`config.mk`:
```
export PLATFORM = sky130hd
export DESIGN_NAME = gpu_fill_engine_param
export DESIGN_NICKNAME = d
export VERILOG_FILES = /design/src/rtl/gpu_fill_engine_param.sv
export SDC_FILE = /design/constraint.sdc
export NUM_CORES = 1
export LEC_CHECK = 0
export BUFFER_PORTS_ARGS = -buffer_cell sky130_fd_sc_hd__buf_2
export CAP_MARGIN = 20
export CORE_AREA = 4 4 158 160
export CTS_BUF_LIST = sky130_fd_sc_hd__clkbuf_4 sky130_fd_sc_hd__clkbuf_8
export CTS_CLUSTER_SIZE = 28
export DETAILED_ROUTE_END_ITERATION = 12
export DIE_AREA = 0 0 162 164
export PLACE_DENSITY_LB_ADDON = 0.3
export RECOVER_POWER = 50
export SYNTH_ARGS = -nofsm -noshare
export SYNTH_HDL_FRONTEND = slang
export SYNTH_SLANG_ARGS = --single-unit
```
`constraint.sdc`:
```
create_clock -name i_clk -period 5.7 [get_ports i_clk]
set_clock_uncertainty 0.1 [all_clocks]
set_input_delay 0.855 -clock i_clk [delete_from_list [all_inputs] [get_ports i_clk]]
set_output_delay 0.855 -clock i_clk [all_outputs]
set_load 0.05 [all_outputs]
```
`src/rtl/gpu_fill_engine_param.sv`:
```
// VRAM rectangle fill: walks the latched rectangle line by line and issues block writes with
// per-pixel masks (exact or block-rounded X), X/Y wrap, interlace skip and stencil mirroring.
module gpu_fill_engine_param #(
  parameter int PIX_PER_BLK = 16,
  parameter int VRAM_W_LOG2 = 10,
  parameter int VRAM_H_LOG2 = 9,
  localparam int BLK_LOG2 = $clog2(PIX_PER_BLK),
  localparam int XB_W     = VRAM_W_LOG2 - BLK_LOG2,
  localparam int ADR_W    = XB_W + VRAM_H_LOG2
) (
  input  logic                     i_clk,
  input  logic                     i_nrst,
  input  logic                     i_activateFILL,
  input  logic                     i_exactMode,
  input  logic                     i_forceMask,
  input  logic                     i_InterlaceRender,
  input  logic                     GPU_REG_CurrentInterlaceField,
  input  logic [7:0]               RegR0,
  input  logic [7:0]               RegG0,
  input  logic [7:0]               RegB0,
  input  logic [11:0]              RegX0,
  input  logic [11:0]              RegY0,
  input  logic [10:0]              RegSizeW,
  input  logic [9:0]               RegSizeH,
  output logic                     o_FILLInactiveNextCycle,
  output logic                     o_command,
  input  logic                     i_busy,
  output logic                     o_write,
  output logic [ADR_W-1:0]         o_adr,
  output logic [PIX_PER_BLK-1:0]   o_writeMask,
  output logic [16*PIX_PER_BLK-1:0] o_dataOut,
  output logic                     o_stencilWriteSig,
  output logic [ADR_W-1:0]         o_stencilWriteAdr,
  output logic [PIX_PER_BLK-1:0]   o_stencilWriteValue,
  output logic [PIX_PER_BLK-1:0]   o_stencilWriteMask
);
  localparam int BC_W = 13 - BLK_LOG2;

  typedef enum logic [2:0] {S_IDLE, S_SETUP, S_LINE, S_ISSUE, S_DONE} state_t;
  state_t state, state_nxt;

  logic [VRAM_W_LOG2-1:0] x0;
  logic [VRAM_H_LOG2-1:0] y0, y_cur, y_calc;
  logic [10:0] w;
  logic [9:0]  h, line;
  logic [15:0] pix;
  logic        exact, force_bit, interlace, field;
  logic [12:0] xs, xe, x13, xe_m1, px;
  logic [BC_W-1:0] blk, blk_first, blk_last;
  logic        accept, last_line, last_blk, skip;
  logic        unused_bits;

  // Only the low address bits and the top 5 colour bits take part in the fill.
  assign unused_bits = ^{RegX0[11:VRAM_W_LOG2], RegY0[11:VRAM_H_LOG2],
                         RegR0[2:0], RegG0[2:0], RegB0[2:0]};

  assign x13       = 13'(x0);
  assign xe_m1     = xe - 13'd1;
  assign blk_first = BC_W'(xs >> BLK_LOG2);
  assign blk_last  = BC_W'(xe_m1 >> BLK_LOG2);
  assign y_calc    = y0 + VRAM_H_LOG2'(line);
  assign skip      = interlace && (y_calc[0] == field);
  assign last_line = (line == h - 10'd1);
  assign last_blk  = (blk == blk_last);
  assign accept    = (state == S_ISSUE) && !i_busy;

  always_ff @(posedge i_clk or negedge i_nrst) begin
    if (!i_nrst) state <= S_IDLE;
    else         state <= state_nxt;
  end

  always_comb begin
    state_nxt = state;
    case (state)
      S_IDLE:  if (i_activateFILL) state_nxt = S_SETUP;
      S_SETUP: state_nxt = (w == 11'd0 || h == 10'd0) ? S_DONE : S_LINE;
      S_LINE: begin
        if (!skip)          state_nxt = S_ISSUE;
        else if (last_line) state_nxt = S_DONE;
      end
      S_ISSUE: if (accept && last_blk) state_nxt = last_line ? S_DONE : S_LINE;
      S_DONE:  state_nxt = S_IDLE;
      default: state_nxt = S_IDLE;
    endcase
  end

  always_ff @(posedge i_clk or negedge i_nrst) begin
    if (!i_nrst) begin
      x0 <= '0; y0 <= '0; w <= '0; h <= '0; pix <= '0;
      exact <= 1'b0; force_bit <= 1'b0; interlace <= 1'b0; field <= 1'b0;
      xs <= '0; xe <= '0; line <= '0; y_cur <= '0; blk <= '0;
    end else begin
      case (state)
        S_IDLE: if (i_activateFILL) begin
          x0        <= RegX0[VRAM_W_LOG2-1:0];
          y0        <= RegY0[VRAM_H_LOG2-1:0];
          w         <= RegSizeW;
          h         <= RegSizeH;
          pix       <= {i_forceMask, RegB0[7:3], RegG0[7:3], RegR0[7:3]};
          exact     <= i_exactMode;
          force_bit <= i_forceMask;
          interlace <= i_InterlaceRender;
          field     <= GPU_REG_CurrentInterlaceField;
        end
        S_SETUP: begin
          line <= '0;
          if (exact) begin
            xs <= x13;
            xe <= x13 + 13'(w);
          end else begin
            xs <= x13 & ~13'(PIX_PER_BLK - 1);
            xe <= (x13 + 13'(w) + 13'(PIX_PER_BLK - 1)) & ~13'(PIX_PER_BLK - 1);
          end
        end
        S_LINE: begin
          y_cur <= y_calc;
          blk   <= blk_first;
          if (skip) line <= line + 10'd1;
        end
        S_ISSUE: if (accept) begin
          if (last_blk) line <= line + 10'd1;
          else          blk  <= blk + BC_W'(1);
        end
        default: ;
      endcase
    end
  end

  // Mask uses unwrapped pixel coordinates; rounded bounds make every bit set in block mode.
  always_comb begin
    o_writeMask = '0;
    px          = '0;
    if (state == S_ISSUE) begin
      for (int p = 0; p < PIX_PER_BLK; p++) begin
        px = {blk, BLK_LOG2'(p)};
        o_writeMask[p] = (px >= xs) && (px < xe);
      end
    end
  end

  assign o_command               = (state == S_ISSUE);
  assign o_write                 = o_command;
  assign o_adr                   = o_command ? {y_cur, blk[XB_W-1:0]} : '0;
  assign o_dataOut               = o_command ? {PIX_PER_BLK{pix}} : '0;
  assign o_FILLInactiveNextCycle = ((state == S_IDLE) && !i_activateFILL) || (state == S_DONE);
  assign o_stencilWriteSig       = accept;
  assign o_stencilWriteAdr       = o_adr;
  assign o_stencilWriteValue     = o_command ? {PIX_PER_BLK{force_bit}} : '0;
  assign o_stencilWriteMask      = o_writeMask;
endmodule

```
# Word-level counts from Yosys, hierarchy flattened
# Cells that the tools add are included.
dict set report classes {
  n_addsub 7
  magnitude_cmp 32
  eq_ne 14
  n_mux 20
  n_reduce_logical 33
}
# cell count
set op_table {}
lappend op_table {{256-bit 2-to-1 mux} 1}
lappend op_table {{13-bit by 10-bit >= comparator with 1-bit output} 16}
lappend op_table {{13-bit < comparator} 16}
lappend op_table {{16-bit 2-to-1 mux} 2}
lappend op_table {{10-bit 2-to-1 mux} 3}
lappend op_table {{10-bit case mux with 3 select lines} 1}
lappend op_table {{1-bit logical AND} 20}
lappend op_table {{3-bit 2-to-1 mux} 6}
lappend op_table {{9-bit 2-to-1 mux} 2}
lappend op_table {{9-bit case mux with 2 select lines} 1}
lappend op_table {{15-bit 2-to-1 mux} 1}
lappend op_table {{12-bit by 4-bit adder with 13-bit output, second input constant} 1}
lappend op_table {{13-bit 2-to-1 mux} 1}
lappend op_table {{13-bit by 1-bit subtractor with 13-bit output, second input constant} 1}
lappend op_table {{10-bit by 11-bit adder with 12-bit output} 1}
lappend op_table {{3-bit case mux with 4 select lines} 1}
lappend op_table {{11-bit logical NOT} 1}
lappend op_table {{10-bit by 1-bit adder with 10-bit output, second input constant} 1}
lappend op_table {{10-bit == test} 1}
lappend op_table {{10-bit logical NOT} 1}
lappend op_table {{10-bit by 1-bit subtractor with 10-bit output, second input constant} 1}
lappend op_table {{9-bit by 1-bit adder with 9-bit output, second input constant} 1}
lappend op_table {{9-bit adder} 1}
lappend op_table {{9-bit == test} 1}
lappend op_table {{16 further kinds} 24}
dict set report word_totals {
  reg_bits 114
  out_inout_bits 338
  wordCells 121
}

# Logic depth before layout (Yosys ltp)
# Gate-level depths: netlist of the first run.
dict set report depth {
  ltp_word 5
  mapped_depth 11
}

# Worst setup path before layout of the first run
# OpenSTA, ideal clock, no wires.
dict set report synth_path {
  path_type {register -> output}
  startpoint {register blk[7]}
  endpoint {output o_writeMask[2]}
  arrival_ns 3.574
  slack_ns 1.171
  stages_incl_launch_ff 10
  n_path_buf 2
  path_cell_list {dfrtp_1 or3_1 nor3_1 and2_1 clkbuf_1 nand2b_1 nor2_1 a21oi_1 a311oi_1 buf_4}
}
dict set report synth_via {
  elab_chain_cells 3
  word_cells_on_any_way 4
}
# item line
set synth_rtl {}
lappend synth_rtl {{from (decl)} 49} ;# logic [BC_W-1:0] blk, blk_first, blk_last;
lappend synth_rtl {{from (signal assigned)} 117} ;# blk <= blk_first;
lappend synth_rtl {{from (signal assigned)} 122} ;# else blk <= blk + BC_W'(1);
lappend synth_rtl {{13-bit by 10-bit >= comparator with 1-bit output or 13-bit < comparator (tied branches)} 136} ;# o_writeMask[p] = (px >= xs) && (px < xe);
lappend synth_rtl {{1-bit logical AND *} 136}
lappend synth_rtl {{16-bit 2-to-1 mux *} 133} ;# if (state == S_ISSUE) begin
lappend synth_rtl {{to (decl)} 30} ;# output logic [PIX_PER_BLK-1:0] o_writeMask,
# Mark *: on every way between the ends. The rest lies on a longest branch, timed or not.

# Worst setup path after layout of the first run
dict set report layout_path {
  startpoint {register state[0]}
  endpoint {output o_dataOut[191]}
}
dict set report layout_via {
  elab_chain_cells 2
}
# item line
set layout_rtl {}
lappend layout_rtl {{from (decl)} 40} ;# state_t state, state_nxt;
lappend layout_rtl {{from (signal assigned)} 69} ;# else state <= state_nxt;
lappend layout_rtl {{3-bit by 2-bit == test with 1-bit output} 141} ;# assign o_command = (state == S_ISSUE);
lappend layout_rtl {{256-bit 2-to-1 mux} 144} ;# assign o_dataOut = o_command ? {PIX_PER_BLK{pix}} : '0;
lappend layout_rtl {{to (decl)} 31} ;# output logic [16*PIX_PER_BLK-1:0] o_dataOut,
# No other way between the ends.

==> results of run 1 <==
[worst min-delay path by stage]
| stage | startpoint | slack, ns | depth (start not counted) | end |
|---|---|---|---|---|
| 2_1_floorplan | y_cur[0] | 0.34 | 2 | y_cur[0] |
| 3_3_place_gp | y_cur[7] | 0.36 | 2 | y_cur[7] |
| 3_5_place_dp | y_cur[2] | 0.37 | 2 | y_cur[2] |
| 4_1_cts | y_cur[2] | 0.38 | 2 | y_cur[2] |
| 5_1_grt | y_cur[1] | 0.41 | 2 | y_cur[1] |
| 6_report | y_cur[0] | 0.38 | 2 | y_cur[0] |
[worst max-delay path, stage by stage (launching register included)]
cell and delay, ns:
dfrtp_1 0.35, clkbuf_1 1.27, and3_1 0.86, buf_2 0.40
[final cells by class]
type | instances | area [um2]
Tap cell | 319 | 399
Antenna cell | 1 | 2.50
Sequential cell | 113 | 2830
Timing Repair Buffer | 405 | 1930
Clock inverter | 10 | 58.8
Inverter | 40 | 150
Clock buffer | 22 | 303
Multi-Input combinational cell | 586 | 3990
Fill cell | 2488 | 13700
[through the flow]
step / instance area, um2 / hold slack [ns] / cells / utilization (%) / setup slack (ns)
finish: 9660 / 0.377 / 1496 / 41.3 / 1.44
floorplan: 9250 / 0.338 / 1062 / - / 1.17
global route: 9660 / 0.409 / 1495 / 41.3 / 1.17
detailed placement: 9410 / 0.367 / 1463 / 40.2 / 1.65
global placement: 9410 / 0.358 / 1463 / 40.2 / 1.73
CTS: 9770 / 0.383 / 1495 / 41.8 / 1.47
[cell usage in the layout, fill, tap and decap left out, drive strengths merged, types with 4 or more instances in the layout]
master  instances
nand4           8
and3           36
nor4           11
xnor2          27
or4             8
buf           323
and2            4
dfrtp         113
nor2           48
o31ai           7
a221oi          6
o21bai          4
a31oi           6
a21oi          47
clkinv          8
inv            40
xor2           20
mux2           54
ha             38
o21ai          65
a21o           10
nor3           19
clkbuf        104
nand2          83
nand2b          7
nand3          14
or3             8
o211ai          4
nor2b           6
[per-layer routing]
metal	vias up	GRT usage (%)	wire (um)
met5	-	0	0
met4	0	4.27	161
met3	10	2.71	1430
met2	256	27.6	10600
met1	3328	21.2	10200
li1	3556	-	-
[registers in the layout, summed over array words and instances, names as in the netlist, 10 cells and up]
register  flops
w            11
xe           13
line         10
h            10
xs           10
x0           10
pix          16
[kinds of logic (layout without fill, tap and decap cells)]
kind of cell | count (synthesis) | count (layout) | share of synthesized area [%]
other | 0 | 1 | 0
multiplexers | 55 | 55 | 6.68
XOR/XNOR | 47 | 47 | 4.45
flip-flops | 113 | 113 | 30.6
AND/OR/NAND/NOR | 264 | 264 | 14.2
buffers and inverters | 363 | 477 | 26.4
AO/OA/AOI/OAI | 180 | 180 | 12.1
adder cells (fa/ha/maj) | 40 | 40 | 5.57
==> flow_metrics.py, run 1 <==
metrics = {
    "place": {
        "final_weighted_congestion_in_routability_driven_placement": 0.864,
        "port-buffer-count": 400,
        "dp.final_hpwl_um": 17200,
    },
    "clock_tree": {
        "cell_at_the_root_of_the_clock_tree": "clkbuf_8",
        "clock_sink_count": 113,
        "cts_setup_buffers": 0,
        "cts_max_path_buffers": 2,
        "cts_max_level": 4,
        "tritoncts": "done",
        "cts.hold.buffers_added": 0,
        "clock_insertion_delay_worst_skew_ns": 0.44,
        "cts_repair_resizes": 0,
        "path_clk_slew_ns": 0.07,
        "cts_inserted_buffers": 17,
    },
    "synthesis": {
        "synth.top_cells.by_area": "dfrtp_1 31%, buf_4 23%, mux2_2 6.6%",
        "post-synth-top-count-cell": "buf_4",
        "flops_latches_synth": 113,
        "portion_of_synthesized_cell_area_occupied_by_the_leading_cell_type_pct": 30.6,
        "ys.warnings.count": 0,
        "synth_cell_type_count": 55,
        "synth.cell_area_um2": 9250,
        "synth_top_area_cell": "dfrtp_1",
        "syn-num-nets": 1179,
        "sequential_cell_area_fraction_in_the_yosys_report_pct": 30.6,
        "synthCells": 1062,
        "primary_ff_master_synth": "dfrtp_1",
        "post_synth.cell_area_avg_um2": 8.71,
        "synth_top_cells_by_count": "288 x buf_4, 113 x dfrtp_1, 83 x nand2_1, 65 x o21ai_0, 54 x mux2_2",
        "synth_edf_count": 0,
        "async_flop_share_pct": 100,
    },
    "sta": {
        "max_freq_ghz": 0.235,
        "layout_worst_path_cycle_share_pct": 74.7,
        "finalMaxSlewViolations": 144,
        "unrepaired_setup_endpoints_after_global_routing": "no",
        "period_needed_ns": 4.26,
        "tightestPinTransition_ns": 2.36,
        "final_hold_viol_count": 0,
        "setup-tns-final_ns": 0,
        "finish_stage_setup_viols": 0,
        "timing.max_slew.rel_slack_pct": -57.6,
    },
    "routing": {
        "route.detailed.drc": 0,
        "drt-initial-drc-count": 430,
        "dr_total_vias": 7150,
        "detail_route.wirelength_um": 22400,
        "ant_nets": 0,
        "detail_route.first_pass.iterations": 5,
        "wire_length_per_cell_after_detailed_routing_um": 15.0,
        "routed_via_density": 4.78,
    },
    "global_route": {
        "gr-usage-all-layers_pct": 16.1,
        "grt_start_max_net_pins": 72,
        "grt_pass1_vias": 6684,
        "grt_overflow": 0,
        "first_pass_grt_wire_length_um": 34900,
        "grt_antenna_before_repair": 0,
    },
    "floorplan": {
        "rows": 56,
        "fp.coreArea_um2": 23400,
        "initial_utilization_pct": 39.5,
        "die_width_um": 162,
        "dieArea_um2": 26600,
        "io_pins": 415,
        "die_height_um": 164,
    },
    "setup_path": {
        "critPathCaptureType": "primary output",
        "reg2regPathDepth": 7,
        "worstSetupEndpoint": "o_dataOut[191]",
        "worst_r2r_startpoint": "xe[1]",
        "cp-start-kind": "register",
        "path_max_fanout": 37,
        "worst-r2r-setup-slack_ns": 1.57,
        "timing.critical_path.from": "state[0]",
        "rr_endpoint": "line[7]",
        "cp_data_arrival_time_ns": 3.31,
        "critPathRequiredTime_ns": 4.74,
        "critPathKind": "register to primary output",
    },
    "flow_run": {
        "drv.max_cap_violation_count": 3,
    },
    "finish": {
        "layout-drive-gt1-share_pct": 35.4,
        "num-nets-final": 1280,
        "signed_area_change_from_the_synthesized_netlist_to_the_final_layout_pct": 4.38,
    },
    "run_status": {
        "status": "finished, violations left",
        "violated_checks": "max-capacitance violations, max-slew violations",
    },
    "min_path": {
        "min-delay-path-class": "register to register",
    },
}
Power of run 1 is left out: the tool's default activity adds up to more than one toggle a clock period on the data nets, which glitch-free logic cannot reach.
==> run 2, diff against run 1 <==
==> constraint.sdc (replaced) <==
create_clock -name i_clk -period 3.93 [get_ports i_clk]
set_clock_uncertainty 0.1 [all_clocks]
set_input_delay 0.5895 -clock i_clk [delete_from_list [all_inputs] [get_ports i_clk]]
set_output_delay 0.5895 -clock i_clk [all_outputs]
set_load 0.05 [all_outputs]
==> run 2 against run 1 <==
The run still ends with max-capacitance violations, max-slew violations left. Routed wire length grew 0.70%. Utilization increased by 0.74 points. Critical path depth up 6. Die area stayed put. Final cell count rose by 0.27%. Largest cell class unchanged. Highest routed layer unchanged.
==> flow_metrics.py, run 2 (synthesized netlist as in run 1, its figures left out) <==
metrics = {
    "sta": {
        "layout_worst_path_cycle_share_pct": 94.0,
        "fin_ws_ns": 0.236,
        "unrepaired_setup_endpoints_after_global_routing": "no",
        "finish_stage_setup_viols": 0,
        "timing.hold.ws_ns": 0.245,
        "timing.max_slew.rel_slack_pct": -4.27,
        "final_hold_viol_count": 0,
        "period_needed_ns": 3.69,
        "finalMaxSlewViolations": 73,
        "tightestPinTransition_ns": 1.56,
        "max_freq_ghz": 0.271,
    },
    "clock_tree": {
        "path_clk_slew_ns": 0.08,
        "cts_max_level": 4,
        "cts.hold.buffers_added": 0,
        "cell_at_the_root_of_the_clock_tree": "clkbuf_8",
        "clock_sink_count": 113,
        "cts_inserted_buffers": 17,
        "tritoncts": "done",
        "cts_max_path_buffers": 2,
        "clock_insertion_delay_worst_skew_ns": 0.45,
    },
    "place": {
        "dp.final_hpwl_um": 17200,
        "final_weighted_congestion_in_routability_driven_placement": 0.855,
        "port-buffer-count": 400,
        "dp_area_um2": 9490,
        "detailedPlace.worstSlack_ns": 0.486,
    },
    "setup_path": {
        "crit_path_frequent_cell": "a21oi_1",
        "crit_buf_inv": 1,
        "worst_r2r_startpoint": "xe[3]",
        "path_max_fanout": 9,
        "rr_endpoint": "line[7]",
        "cpMaxStageDelayCell": "a21oi_1",
        "critical-path-max-stage-delay_ns": 0.51,
        "cp_data_arrival_time_ns": 3.00,
        "critPathKind": "register to primary output",
        "critical_path.top_delay_family": "compound AO/OA/AOI/OAI gates",
        "worst-r2r-setup-slack_ns": 0.47,
        "crit_path_cell_trace": "ha_1 -> a21oi_1 -> nor2b_1 -> o21ai_0 -> nand2b_1 -> a211o_1 -> a21oi_1 -> a221oi_1 -> buf_2",
        "reg2regPathDepth": 8,
        "critPathCaptureType": "primary output",
        "cp-start-kind": "register",
        "critPathRequiredTime_ns": 3.24,
    },
    "finish": {
        "largest_register_ffs": 16,
        "layout-drive-gt1-share_pct": 36.5,
        "post-route-cell-area_um2": 9830,
        "fin_util_pct": 42.0,
        "largest-register": "pix",
        "diodes": 0,
        "largestRegisters": "pix: 16 flops, xe: 13 flops, w: 11 flops",
        "most_frequent_standard_cell_in_the_layout_excluding_fill_and_tap_cells": "buf_2",
        "most_used_cells_in_the_layout_excluding_fill_and_tap_cells": "321 x buf_2, 113 x dfrtp_1, 83 x nand2_1, 77 x clkbuf_1, 65 x o21ai_0",
        "signed_area_change_from_the_synthesized_netlist_to_the_final_layout_pct": 6.25,
        "num-nets-final": 1286,
    },
    "min_path": {
        "hold_end": "h[1]",
        "min_from": "RegSizeH[1]",
        "min-delay-path-class": "primary input to register",
        "min_delay_path_depth": 3,
    },
    "run_status": {
        "violated_checks": "max-capacitance violations, max-slew violations",
        "status": "finished, violations left",
    },
    "routing": {
        "route.detailed.drc": 0,
        "dr_total_vias": 7278,
        "detail_route.wirelength_um": 22600,
        "wire_length_per_cell_after_detailed_routing_um": 15.1,
        "ant_nets": 0,
        "routed_via_density": 4.85,
        "drt-initial-drc-count": 395,
        "detail_route.first_pass.iterations": 4,
    },
    "global_route": {
        "grt_start_max_net_pins": 62,
        "grt_pass1_vias": 6722,
        "gr-usage-all-layers_pct": 16.3,
        "grt_antenna_before_repair": 0,
        "grt_overflow": 0,
        "first_pass_grt_wire_length_um": 35100,
    },
    "floorplan": {
        "die_height_um": 164,
        "die_width_um": 162,
        "fp.coreArea_um2": 23400,
        "dieArea_um2": 26600,
        "io_pins": 415,
        "rows": 56,
        "initial_utilization_pct": 39.5,
    },
    "flow_run": {
        "drv.max_cap_violation_count": 2,
    },
}
==> run 2: cell count changes in the layout (fill, tap and decap cells not counted), sizes merged <==
cell,delta
buf,+6
bufinv,+5
clkbuf,-2
clkinv,-4
diode,-1
==> run 2: metrics by stage <==
| stage | TNS [ns] | cells |
|---|---|---|
| CTS | 0 | 1500 |
| floorplan | -0.374 | 1062 |
| finish | 0 | 1500 |
| global placement | 0 | 1469 |
| detailed placement | 0 | 1469 |
| global route | 0 | 1500 |
==> run 2: timing repair <==
| action | CTS | global route |
|---|---|---|
| gates resized for setup | 0 | 6 |
| endpoints found under the setup margin | 0 | 16 |
| buffers inserted | 0 | 0 |
==> run 2: worst min-delay path, cell delays in order <==
cell	delay (ns)
buf_2	0.07
nand2_1	0.03
o21ai_0	0.06
==> run 2: worst max-delay path by stage <==
stage / from / to / slack [ns] / cells past startpoint
after floorplan: xe[6] / o_writeMask[10] / -0.09 / 10
after global placement: xe[3] / line[4] / 0.49 / 8
after detailed placement: xe[3] / line[4] / 0.49 / 8
after CTS: blk[7] / o_writeMask[2] / 0.02 / 8
after global routing: blk[2] / o_stencilWriteMask[12] / 0.008 / 9
final: blk[2] / o_stencilWriteMask[14] / 0.24 / 9
==> run 2: per-layer routing <==
metal / global-route usage, % / vias to the layer above / share of wire (%)
met5: 0 / - / 0
met4: 4.58 / 0 / 0.74
met3: 2.71 / 9 / 7.5
met2: 27.4 / 300 / 48
met1: 21.8 / 3392 / 44
li1: - / 3577 / -
==> run 2: area by class of cell <==
cell class / instances / area, um2
Clock buffer: 20 / 269
Clock inverter: 11 / 185
Fill cell: 2478 / 13600
Inverter: 40 / 150
Multi-Input combinational cell: 586 / 4010
Sequential cell: 113 / 2830
Tap cell: 319 / 399
Timing Repair Buffer: 411 / 1990
Power of run 2 is left out for the same reason.
==> run 3, diff against run 2 <==
--- a/config.mk
+++ b/config.mk
@@ -7,7 +7,7 @@
 export LEC_CHECK = 0
 export BUFFER_PORTS_ARGS = -buffer_cell sky130_fd_sc_hd__buf_2
 export CAP_MARGIN = 20
-export CORE_AREA = 4 4 158 160
+export CORE_AREA = 2 2 160 162
 export CTS_BUF_LIST = sky130_fd_sc_hd__clkbuf_4 sky130_fd_sc_hd__clkbuf_8
 export CTS_CLUSTER_SIZE = 28
 export DETAILED_ROUTE_END_ITERATION = 12
==> run 3 against run 2 <==
The flow still finishes with violations (max-capacitance violations, max-slew violations). Via count is 0.66% lower. Critical path depth shrank 1. Utilization is 2.4 points lower. Non-clock buffer count unchanged. Clock-buffer cell count rose by 2. First-iteration DRC count rose by 6.3%. Worst setup slack got worse by 0.0027 ns. Critical path type unchanged. Critical endpoint is now o_stencilWriteMask[2].
==> flow_metrics.py, run 3 (synthesized netlist as in run 1, its figures left out) <==
metrics = {
    "routing": {
        "ant_nets": 0,
        "met3WireLength_um": 1310,
        "maxUsedRoutingLayer": "met4",
        "detail_route.wirelength_um": 21600,
        "dr_total_vias": 7230,
        "detail_route.first_pass.iterations": 6,
        "wl_met2_um": 10100,
        "route.detailed.drc": 0,
        "drt-initial-drc-count": 420,
        "met1_wire_length_um": 9770,
        "routed_via_density": 4.78,
        "wire_length_per_cell_after_detailed_routing_um": 14.3,
    },
    "sta": {
        "layout_worst_path_cycle_share_pct": 94.1,
        "period_needed_ns": 3.70,
        "final_hold_viol_count": 0,
        "unrepaired_setup_endpoints_after_global_routing": "no",
        "timing.max_slew.rel_slack_pct": -28.3,
        "max_freq_ghz": 0.271,
        "finalMaxSlewViolations": 136,
        "setup-tns-final_ns": 0,
        "timing.hold.ws_ns": 0.255,
        "tightestPinTransition_ns": 1.93,
        "finish_stage_setup_viols": 0,
    },
    "clock_tree": {
        "cts_inserted_buffers": 17,
        "cell_at_the_root_of_the_clock_tree": "clkbuf_8",
        "cts_setup_buffers": 0,
        "path_clk_slew_ns": 0.07,
        "cts.hold.buffers_added": 0,
        "cts_max_path_buffers": 2,
        "tritoncts": "done",
        "clock_sink_count": 113,
        "clock_insertion_delay_worst_skew_ns": 0.44,
        "cts_max_level": 4,
    },
    "finish": {
        "most_frequent_standard_cell_in_the_layout_excluding_fill_and_tap_cells": "buf_2",
        "signed_area_change_from_the_synthesized_netlist_to_the_final_layout_pct": 6.22,
        "num-nets-final": 1286,
        "fin_util_pct": 39.6,
        "diodes": 0,
        "largestRegisters": "pix: 16 flops, xe: 13 flops, w: 11 flops",
        "layout-drive-gt1-share_pct": 36.6,
        "most_used_cells_in_the_layout_excluding_fill_and_tap_cells": "320 x buf_2, 112 x dfrtp_1, 83 x nand2_1, 80 x clkbuf_1, 65 x o21ai_0",
        "largest_register_ffs": 16,
        "largest-register": "pix",
        "post-route-cell-area_um2": 9830,
    },
    "place": {
        "final_weighted_congestion_in_routability_driven_placement": 0.826,
        "port-buffer-count": 400,
        "dp_area_um2": 9490,
        "dp.final_hpwl_um": 16200,
    },
    "floorplan": {
        "die_height_um": 164,
        "die_width_um": 162,
        "fp.coreArea_um2": 24800,
        "rows": 58,
        "initial_utilization_pct": 37.3,
        "io_pins": 415,
        "dieArea_um2": 26600,
    },
    "min_path": {
        "min_delay_path_depth": 3,
        "min_from": "RegSizeH[0]",
        "hold_end": "h[0]",
        "min-delay-path-class": "primary input to register",
    },
    "run_status": {
        "violated_checks": "max-capacitance violations, max-slew violations",
        "status": "finished, violations left",
    },
    "global_route": {
        "grt_antenna_before_repair": 0,
        "grt_pass1_vias": 6429,
        "grt_overflow": 0,
        "grt_start_max_net_pins": 69,
        "gr-usage-all-layers_pct": 15.6,
        "first_pass_grt_wire_length_um": 33200,
    },
    "flow_run": {
        "drv.max_cap_violation_count": 3,
    },
    "setup_path": {
        "cp_data_arrival_time_ns": 3.01,
        "cpMaxStageDelayCell": "dfrtp_1",
        "crit_path_cell_trace": "or3_1 -> nor3_2 -> and2_2 -> nand2b_1 -> nor2_1 -> a21oi_1 -> a311oi_2 -> clkbuf_4",
        "critical-path-max-stage-delay_ns": 0.47,
        "rr_endpoint": "line[7]",
        "critPathRequiredTime_ns": 3.24,
        "path_max_fanout": 8,
        "worst-r2r-setup-slack_ns": 0.45,
        "critPathCaptureType": "primary output",
        "worst_r2r_startpoint": "xe[3]",
        "cp-start-kind": "register",
        "critPathKind": "register to primary output",
        "reg2regPathDepth": 8,
    },
}
## run 3: cell types whose count changed in the layout (fill, tap and decap cells not counted), sizes merged
cell / before / now
bufinv: 5 / 3
clkbuf: 102 / 106
buf: 329 / 327
## run 3: layout make-up
type,instances,area (um2)
Fill cell,2619,15000
Multi-Input combinational cell,586,4030
Sequential cell,113,2830
Timing Repair Buffer,411,1980
Tap cell,330,413
Clock buffer,22,303
Inverter,40,150
Clock inverter,9,129
## run 3: how the worst max path moves through the flow
stage,from,endpoint,depth (start not counted),slack [ns]
6_report,blk[6],o_stencilWriteMask[2],8,0.23
3_3_place_gp,xe[3],line[7],8,0.49
5_1_grt,blk[7],o_writeMask[2],8,0.01
4_1_cts,blk[6],o_stencilWriteMask[2],8,0.04
2_1_floorplan,xe[6],o_writeMask[10],10,-0.09
3_5_place_dp,xe[3],line[4],8,0.47
## run 3: layer usage
metal  up-vias  GRT usage (%)
li1       3573              -
met1      3362           20.5
met2       274           26.0
met3        21           2.65
met4         0           5.43
met5         -              0
## run 3: worst max-delay path, delay by kind of cell, from the launching register on
family,cells,cell delay [ns]
DFF,1,0.47
buffers and inverters,1,0.30
AOI/OAI and AO/OA,2,0.41
and+or+nand+nor,5,1.39
## run 3: per-stage QoR
step / std cells / setup WS (ns)
2_1_floorplan: 1062 / -0.0936
5_1_grt: 1511 / 0.00984
4_1_cts: 1511 / 0.0413
6_report: 1511 / 0.234
3_3_place_gp: 1480 / 0.491
3_5_place_dp: 1480 / 0.466
## run 3: what timing repair did
action	in CTS	in global routing
setup endpoints to repair	0	16
resized for setup	0	10
hold endpoints to repair	0	0
Power of run 3 is left out for the same reason.
